[src/rtl/wave_display_multi.sv]
// rtl/wave_display_multi.sv - multi-trace waveform overlay for a scanning pixel stream
// Two-stage pipeline: stage 0 addresses the sample RAM, stage 1 holds the pixel while the sample returns.
module wave_display_multi #(
    parameter int NUM_CH    = 2,
    parameter int ADDR_W    = 8,
    parameter int X_START   = 256,
    parameter int LINE_MODE = 1,
    parameter int GRID      = 1
) (
    input  logic                  clk,
    input  logic                  reset,
    input  logic [10:0]           x,
    input  logic [9:0]            y,
    input  logic                  valid,
    input  logic                  read_index,
    input  logic [8*NUM_CH-1:0]   read_value,
    output logic [ADDR_W:0]       read_address,
    output logic                  valid_pixel,
    output logic [7:0]            r,
    output logic [7:0]            g,
    output logic [7:0]            b
);
    localparam logic [10:0] XS   = 11'(X_START);
    localparam logic [11:0] SPAN = 12'(1 << (ADDR_W + 1));

    logic [10:0]       x_rel;
    logic              window;
    logic              buf_sel;
    logic [ADDR_W:0]   addr_now;
    logic [ADDR_W:0]   addr_q;
    logic              s1_win;
    logic              s1_odd;
    logic              s1_first;
    logic [7:0]        s1_row;
    logic [7:0]        cur     [NUM_CH];
    logic [7:0]        prev    [NUM_CH];
    logic [7:0]        cur_nx  [NUM_CH];
    logic [7:0]        prev_nx [NUM_CH];
    logic [NUM_CH-1:0] hit;
    logic              px_valid;
    logic [23:0]       px_rgb;
    logic              unused_bits;

    function automatic logic [23:0] palette(input int c);
        case (c)
            0:       return 24'hFFFF00;
            1:       return 24'h00FFFF;
            2:       return 24'hFF00FF;
            default: return 24'h00FF00;
        endcase
    endfunction

    assign x_rel        = x - XS;
    assign window       = valid && (x >= XS) && ({1'b0, x_rel} < SPAN) && !y[9];
    assign addr_now     = {buf_sel, x_rel[ADDR_W:1]};
    assign read_address = window ? addr_now : addr_q;
    assign unused_bits  = y[0];

    // Each sample covers two columns; only the even column fetches a new sample.
    always_comb begin
        for (int c = 0; c < NUM_CH; c++) begin
            cur_nx[c]  = s1_odd ? cur[c] : read_value[8*c +: 8];
            prev_nx[c] = s1_odd ? prev[c] : (s1_first ? read_value[8*c +: 8] : cur[c]);
        end
    end

    always_comb begin
        logic [7:0] t_cur;
        logic [7:0] t_prev;
        hit = '0;
        for (int c = 0; c < NUM_CH; c++) begin
            t_cur  = ~cur_nx[c];
            t_prev = ~prev_nx[c];
            if (LINE_MODE != 0) begin
                hit[c] = (s1_row >= ((t_cur < t_prev) ? t_cur : t_prev)) &&
                         (s1_row <= ((t_cur < t_prev) ? t_prev : t_cur));
            end else begin
                hit[c] = (s1_row == t_cur);
            end
        end
    end

    // Scan from highest channel down so the lowest-index hit overwrites last.
    always_comb begin
        px_valid = 1'b0;
        px_rgb   = 24'h000000;
        if (s1_win) begin
            for (int c = NUM_CH - 1; c >= 0; c--) begin
                if (hit[c]) begin
                    px_valid = 1'b1;
                    px_rgb   = palette(c);
                end
            end
            if (!px_valid && (GRID != 0) && (s1_row == 8'd128)) begin
                px_valid = 1'b1;
                px_rgb   = 24'h404040;
            end
        end
    end

    always_ff @(posedge clk) begin
        if (reset) begin
            buf_sel     <= 1'b0;
            addr_q      <= '0;
            s1_win      <= 1'b0;
            s1_odd      <= 1'b0;
            s1_first    <= 1'b0;
            s1_row      <= 8'd0;
            valid_pixel <= 1'b0;
            r           <= 8'd0;
            g           <= 8'd0;
            b           <= 8'd0;
            for (int c = 0; c < NUM_CH; c++) begin
                cur[c]  <= 8'd0;
                prev[c] <= 8'd0;
            end
        end else begin
            if (valid && (x == 11'd0) && (y == 10'd0)) begin
                buf_sel <= read_index;
            end
            if (window) begin
                addr_q <= addr_now;
            end
            s1_win   <= window;
            s1_odd   <= x_rel[0];
            s1_first <= (x_rel == 11'd0);
            s1_row   <= y[8:1];
            if (s1_win) begin
                for (int c = 0; c < NUM_CH; c++) begin
                    cur[c]  <= cur_nx[c];
                    prev[c] <= prev_nx[c];
                end
            end
            valid_pixel   <= px_valid;
            {r, g, b}     <= px_rgb;
        end
    end
endmodule

[config.mk]
export PLATFORM = sky130hd
export DESIGN_NAME = wave_display_multi
export DESIGN_NICKNAME = d
export VERILOG_FILES = /design/src/rtl/wave_display_multi.sv
export SDC_FILE = /design/constraint.sdc
export NUM_CORES = 1
export LEC_CHECK = 0
export ABC_AREA = 1
export BUFFER_PORTS_ARGS = -buffer_cell sky130_fd_sc_hd__buf_2
export CAP_MARGIN = 15
export CORE_MARGIN = 2
export CORE_UTILIZATION = 30
export DETAILED_ROUTE_END_ITERATION = 12
export MAX_ROUTING_LAYER = met4
export SYNTH_ARGS = -nofsm -noshare
export SYNTH_HDL_FRONTEND = slang
export SYNTH_SLANG_ARGS = --single-unit
[constraint.sdc]
create_clock -name clk -period 3.7 [get_ports clk]
set_input_delay 0.555 -clock clk [delete_from_list [all_inputs] [get_ports clk]]
set_output_delay 0.555 -clock clk [all_outputs]
set_load 0.05 [all_outputs]
* Yosys cells after proc, flatten, opt, wreduce, memory -nomap -nowiden
Memory sizes are Yosys's and may differ from the RTL's. Index checks and enable logic that the tools add are counted.
Storage, ports and cells: memories 2, register bits after elaboration 46, output and inout port bits 34, bits in writable memories 32, input bits 41, word-level logic and storage cells 77
Operators by class: add/subtract/negate cells 1, reductions and logical operators 16, muxes and demuxes 27, bitwise operators 9, $lt $le $gt $ge 8, equality and inequality tests 1
Memories:
- cur | depth 2, bits a word 8, read ports 2, clocked after memory_dff 0, write ports 2, line 35 | logic [7:0] cur [NUM_CH];
- prev | depth 2, bits a word 8, read ports 2, clocked after memory_dff 0, write ports 2, line 36 | logic [7:0] prev [NUM_CH];
Operator list (count):
- 8-bit two-way mux | 14
- 8-bit NOT | 4
- 24-bit two-way mux | 1
- 23-bit two-way mux | 1
- 11-bit logical NOT | 2
- 8-bit greater-or-equal comparator | 2
- 8-bit less-or-equal comparator | 2
- 8-bit < comparator | 2
- 16-bit two-way mux | 1
- 11-bit by 9-bit greater-or-equal comparator with 1-bit output, second input constant | 1
- 11-bit by 10-bit < comparator with 1-bit output, second input constant | 1
- 11-bit by 9-bit subtractor with 11-bit output, second input constant | 1
- 10-bit logical NOT | 1
- 1-bit two-way mux | 9
- 9-bit two-way mux | 1
- 8-bit == test, second input constant | 1
- 1-bit logical AND | 8
- 1-bit OR | 4
- 4-bit OR reduction | 1
- 3-bit OR reduction | 1
- 1-bit logical NOT | 2
- 2-bit OR reduction | 1
- 1-bit NOT | 1

* Depth between registers and ports, before layout
An unclocked memory read counts as a cell.
depth in word-level cells 14, mapped depth 27, gate-level depth less buffers 25

* Worst setup path after synthesis
No wires, ideal clock.
path kind flip-flop to flip-flop, from register s1_odd, to register b[6], arrival 3.084 ns, clock period less this slack 3.199 ns, data required time 3.585 ns, buffers on the path 4, path slack 0.501 ns, stages on the path, launching flop included 24, setup time 0.115 ns, path through dfxtp_1 > buf_6 > inv_2 > buf_2 > buf_4 > o211ai_1 > o21ai_0 > ha_1 > a21oi_1 > nor2_1 > a211oi_4 > nand2_4 > buf_6 > nand2_1 > nand2_1 > ha_1 > a21oi_1 > nor3_1 > nor3_1 > nand2_1 > nand3_1 > inv_1 > nand2_1 > nand2_1
RTL lines:
- start: declaration | line 32 | logic s1_odd;
- start signal: assignment | line 125 | s1_odd <= x_rel[0];
- end signal: assignment | line 135 | {r, g, b} <= px_rgb;
- end: declaration | line 21 | output logic [7:0] b

==> results.txt <==
----------------------------------------------------
[Status]
  Run status ... finished clean

[Critical path]
  Slowest-stage cell, CP ... sky130_fd_sc_hd__ha_1
  Worst path most repeated cell ... sky130_fd_sc_hd__nand2_1
  Worst setup SP type ... flop
  Biggest cell delay along the critical path ... 0.35 ns
  Cell breakdown of the critical path ... inv_1 > buf_4 > o211ai_1 > o21ai_0 > ha_1 > nand2_1 > nor2_1 > a211oi_4 > buf_4 > nand3_1 > nand2_1 > ha_1 > o21ai_0 > nand2_1 > nand3_1 > nand2_1 > nand2_1 > nand2_1 > nand3_1 > inv_1 > nand2_1 > nand2_1
  Required time at the worst-slack endpoint ... 3.92 ns
  Largest fanout of any net on the critical path ... 22
  Worst setup EP type ... flop
  Arr. time, crit path ... 3.51 ns
  Type of the worst setup path ... flop to flop

[Die]
  Width of the die ... 128 um
  Starting Density ... 30.6%
  Row cnt ... 45
  Chip Height ... 128 um
  Floorplan die area ... 16400 sq um
  Area inside the core boundary ... 15100 sq um
  Total I/O pin count ... 75

[Synthesis]
  Top_reg_cell synth ... sky130_fd_sc_hd__edfxtp_1
  Sequential element share of the synthesized area ... 33.0%
  Post-synth top area cell ... sky130_fd_sc_hd__edfxtp_1
  Number of library cell types mapped by synthesis ... 27
  Synthesized area per cell ... 7.08 sq um
  Share of async-settable or async-resettable flops after synthesis ... 0%
  Number of flops mapped to enable cells by yosys ... 32
  Synth area leaders ... sky130_fd_sc_hd__edfxtp_1 21%, sky130_fd_sc_hd__ha_1 13%, sky130_fd_sc_hd__nand2_1 13%, sky130_fd_sc_hd__dfxtp_1 12%, sky130_fd_sc_hd__inv_1 10%
  Yosys synthesis warning count ... 0
  Most instantiated library cell after synthesis ... sky130_fd_sc_hd__nand2_1
  Portion of synthesized cell area occupied by the leading cell type ... 20.8%
  Syn nets ... 742
  List of most frequent post-synthesis cells ... 163 x sky130_fd_sc_hd__nand2_1, 128 x sky130_fd_sc_hd__inv_1, 59 x sky130_fd_sc_hd__nor2_1
  Number of synthesized register bits ... 60
  Syn Std Cell Area ... 4610 sq um
  Number of instances in the synthesized netlist ... 652

[Route]
  Overall via count from detail_route ... 4015
  Post-Route M1 WL ... 4.82 mm
  Length of the first detailed-routing pass in iterations ... 5
  Residual DRC count ... 0
  Mean number of vias per cell ... 4.41
  Sum of met3 wire segment lengths after detailed routing ... 371 um
  Final wirelength ... 10.6 mm
  Highest routed metal layer ... met4
  Met2 WL ... 5.33 mm
  Average wire length per cell after detail routing ... 11.7 um
  Remaining antenna violation count after routing ... 0
  1st-iter DRT viols ... 193

[CTS]
  CTS Hold Buffers Added ... 0
  Sink count of the clock tree ... 60
  Clock-pin transition on the worst setup and hold timing paths ... 0.05 ns
  Latest clock arrival within the worst-skew pair ... 0.33 ns
  TritonCTS clock tree ... yes
  Resize count post-CTS ... 0
  CTS root buffer ... sky130_fd_sc_hd__clkbuf_16
  Post-CTS setup buffers ... 0
  Clk buf depth ... 2
  CTS H-tree lvls ... 3
  Clock buffers created by TritonCTS ... 9

[Global routing]
  Initial antenna violation count ... 0
  GRT Overall Usage ... 14.6%
  Vias in the first global route ... 4018
  Global route overflow ... 0
  Global-route wire length before repair ... 18.4 mm
  Maximum number of pins on one net before global-route repair ... 35

[Placed design]
  Detail Placement HPWL ... 8.17 mm
  Quantity of I/O buffers inserted on ports ... 74
  Placement Setup Slack ... 0.320 ns
  Final Wtd Congestion ... 0.794

[Timing]
  Number of endpoints failing setup at the final stage ... 0
  Setup repair after global routing missed its margin ... false
  Tcrit/Tclk final ... 88.9%
  Final hold violation count ... 0
  Clk_skew ... 0.00606 ns
  Pins over their slew limit ... 0
  Final min period ... 3.29 ns
  Setup ws final ... 0.412 ns
  Fmax achieved ... 0.304 GHz
  Setup Total Neg Slack ... 0 ns
  Max-slew headroom at the worst pin ... 64.9%
  Measured slew at the worst slew-check pin ... 0.521 ns

[Power]
  Switching pwr ... 0.000625 W
  P_int ... 0.00144 W
  Flop pwr share ... 35.9%
  Maximum VDD drop ... 0.000196 V
  Combinational power share ... 24.1%
  Proportion of power drawn by the clock network ... 40.0%
  Switching Fraction ... 30.2%
  Leakage power ... 3.00 nW
  Pwr per Cell Area ... 383 nW/um^2

[Cells and area]
  Fill cell total of the finished layout ... 1655
  Fraction of layout instances using a drive strength above 1 ... 16.3%
  Final #Nets ... 807
  Antenna fix cells ... 0
  Growth of design area from synthesis to finish ... 17.1%

[Min path]
  Tightest Hold Check Type ... input port to flop

[Job]
  Maxcap violations ... 0

----------------------------------------------------
-- metrics by stage --
stage	std cells	utilization [%]	power [W]	hold slack, ns	area [sq um]
floorplan	652	-	0.00113	0.430	4610
global placement	894	33.8	0.00125	0.448	5100
detailed placement	894	33.8	0.00126	0.452	5100
CTS	910	35.8	0.00209	0.436	5400
global route	910	35.8	0.00221	0.434	5400
finish	910	35.8	0.00207	0.443	5400
-- layer usage --
metal,global-route usage (%),up-vias
met5,-,-
met4,3.30,0
met3,3.84,10
met2,25.4,60
met1,16.9,1766
li1,-,2179
-- cell usage in the layout, fill, tap and decap left out, drive strengths merged --
| cell type | instances |
|---|---|
| dfxtp | 28 |
| o21a | 1 |
| edfxtp | 32 |
| nor4 | 3 |
| clkinv | 1 |
| nor3 | 9 |
| nand4 | 6 |
| inv | 130 |
| o211ai | 14 |
| clkbuf | 14 |
| nand3 | 53 |
| ha | 49 |
| xor2 | 1 |
| and2 | 2 |
| nand2 | 170 |
| nor3b | 1 |
| nand3b | 2 |
| buf | 93 |
| a21oi | 17 |
| nor2 | 59 |
| o21ai | 35 |
| a211oi | 2 |
-- logic make-up after synthesis --
family,Yosys count,synth area share (%)
xor gates and xnor gates,1,0.190
and+or+nand+nor,305,28.4
adders and majority gates,49,13.3
AOI/OAI and AO/OA,69,8.95
DFF,60,33.0
buffers and inverters,168,16.2
-- worst paths after layout --
path              cells past startpoint  slack (ns)                 start                   end
setup / recovery                     22        0.41   s1_first$_SDFF_PP0_       b[6]$_SDFF_PN0_
hold / removal                        3        0.44                  y[3]  s1_row[2]$_SDFF_PP0_
setup reg to reg                     22        0.41   s1_first$_SDFF_PP0_       b[6]$_SDFF_PN0_
hold reg to reg                       2        0.45  buf_sel$_SDFFE_PP0P_  buf_sel$_SDFFE_PP0P_
-- layout make-up --
cell class              count  area [sq um]  area share (%)
multi-input cells         424          2340            43.4
flip-flops and latches     60          1520            28.2
repair buffers             93           517            9.57
inverters                 129           484            8.96
clock buffers              14           285            5.28
well taps                 188           235            4.35
clock inverters             2          13.8           0.255
-- power groups by stage --
stage	logic (W)	clock network [W]	registers (W)
3_5_place_dp	0.000500	0	0.000756
2_1_floorplan	0.000377	0	0.000753
6_report	0.000499	0.000826	0.000742
4_1_cts	0.000503	0.000847	0.000743
5_1_grt	0.000587	0.000877	0.000745
3_3_place_gp	0.000495	0	0.000756
-- sequential cells by signal, indices dropped and copies added (netlist names) --
register,flops
s1_row,8
b,2
s1_first,1
buf_sel,1
prev,16
addr_q,9
s1_odd,1
s1_win,1
r,2
cur,16
valid_pixel,1
g,2
-- critical path, delay by kind of cell, from the launching register on --
| kind | cells | cell delay, ns |
|---|---|---|
| AOI/OAI and AO/OA | 4 | 0.83 |
| DFF | 1 | 0.34 |
| and+or+nand+nor | 12 | 0.88 |
| buffers and inverters | 4 | 0.55 |
| adders and majority gates | 2 | 0.57 |
No activity file was read; power rests on OpenSTA's default activity.
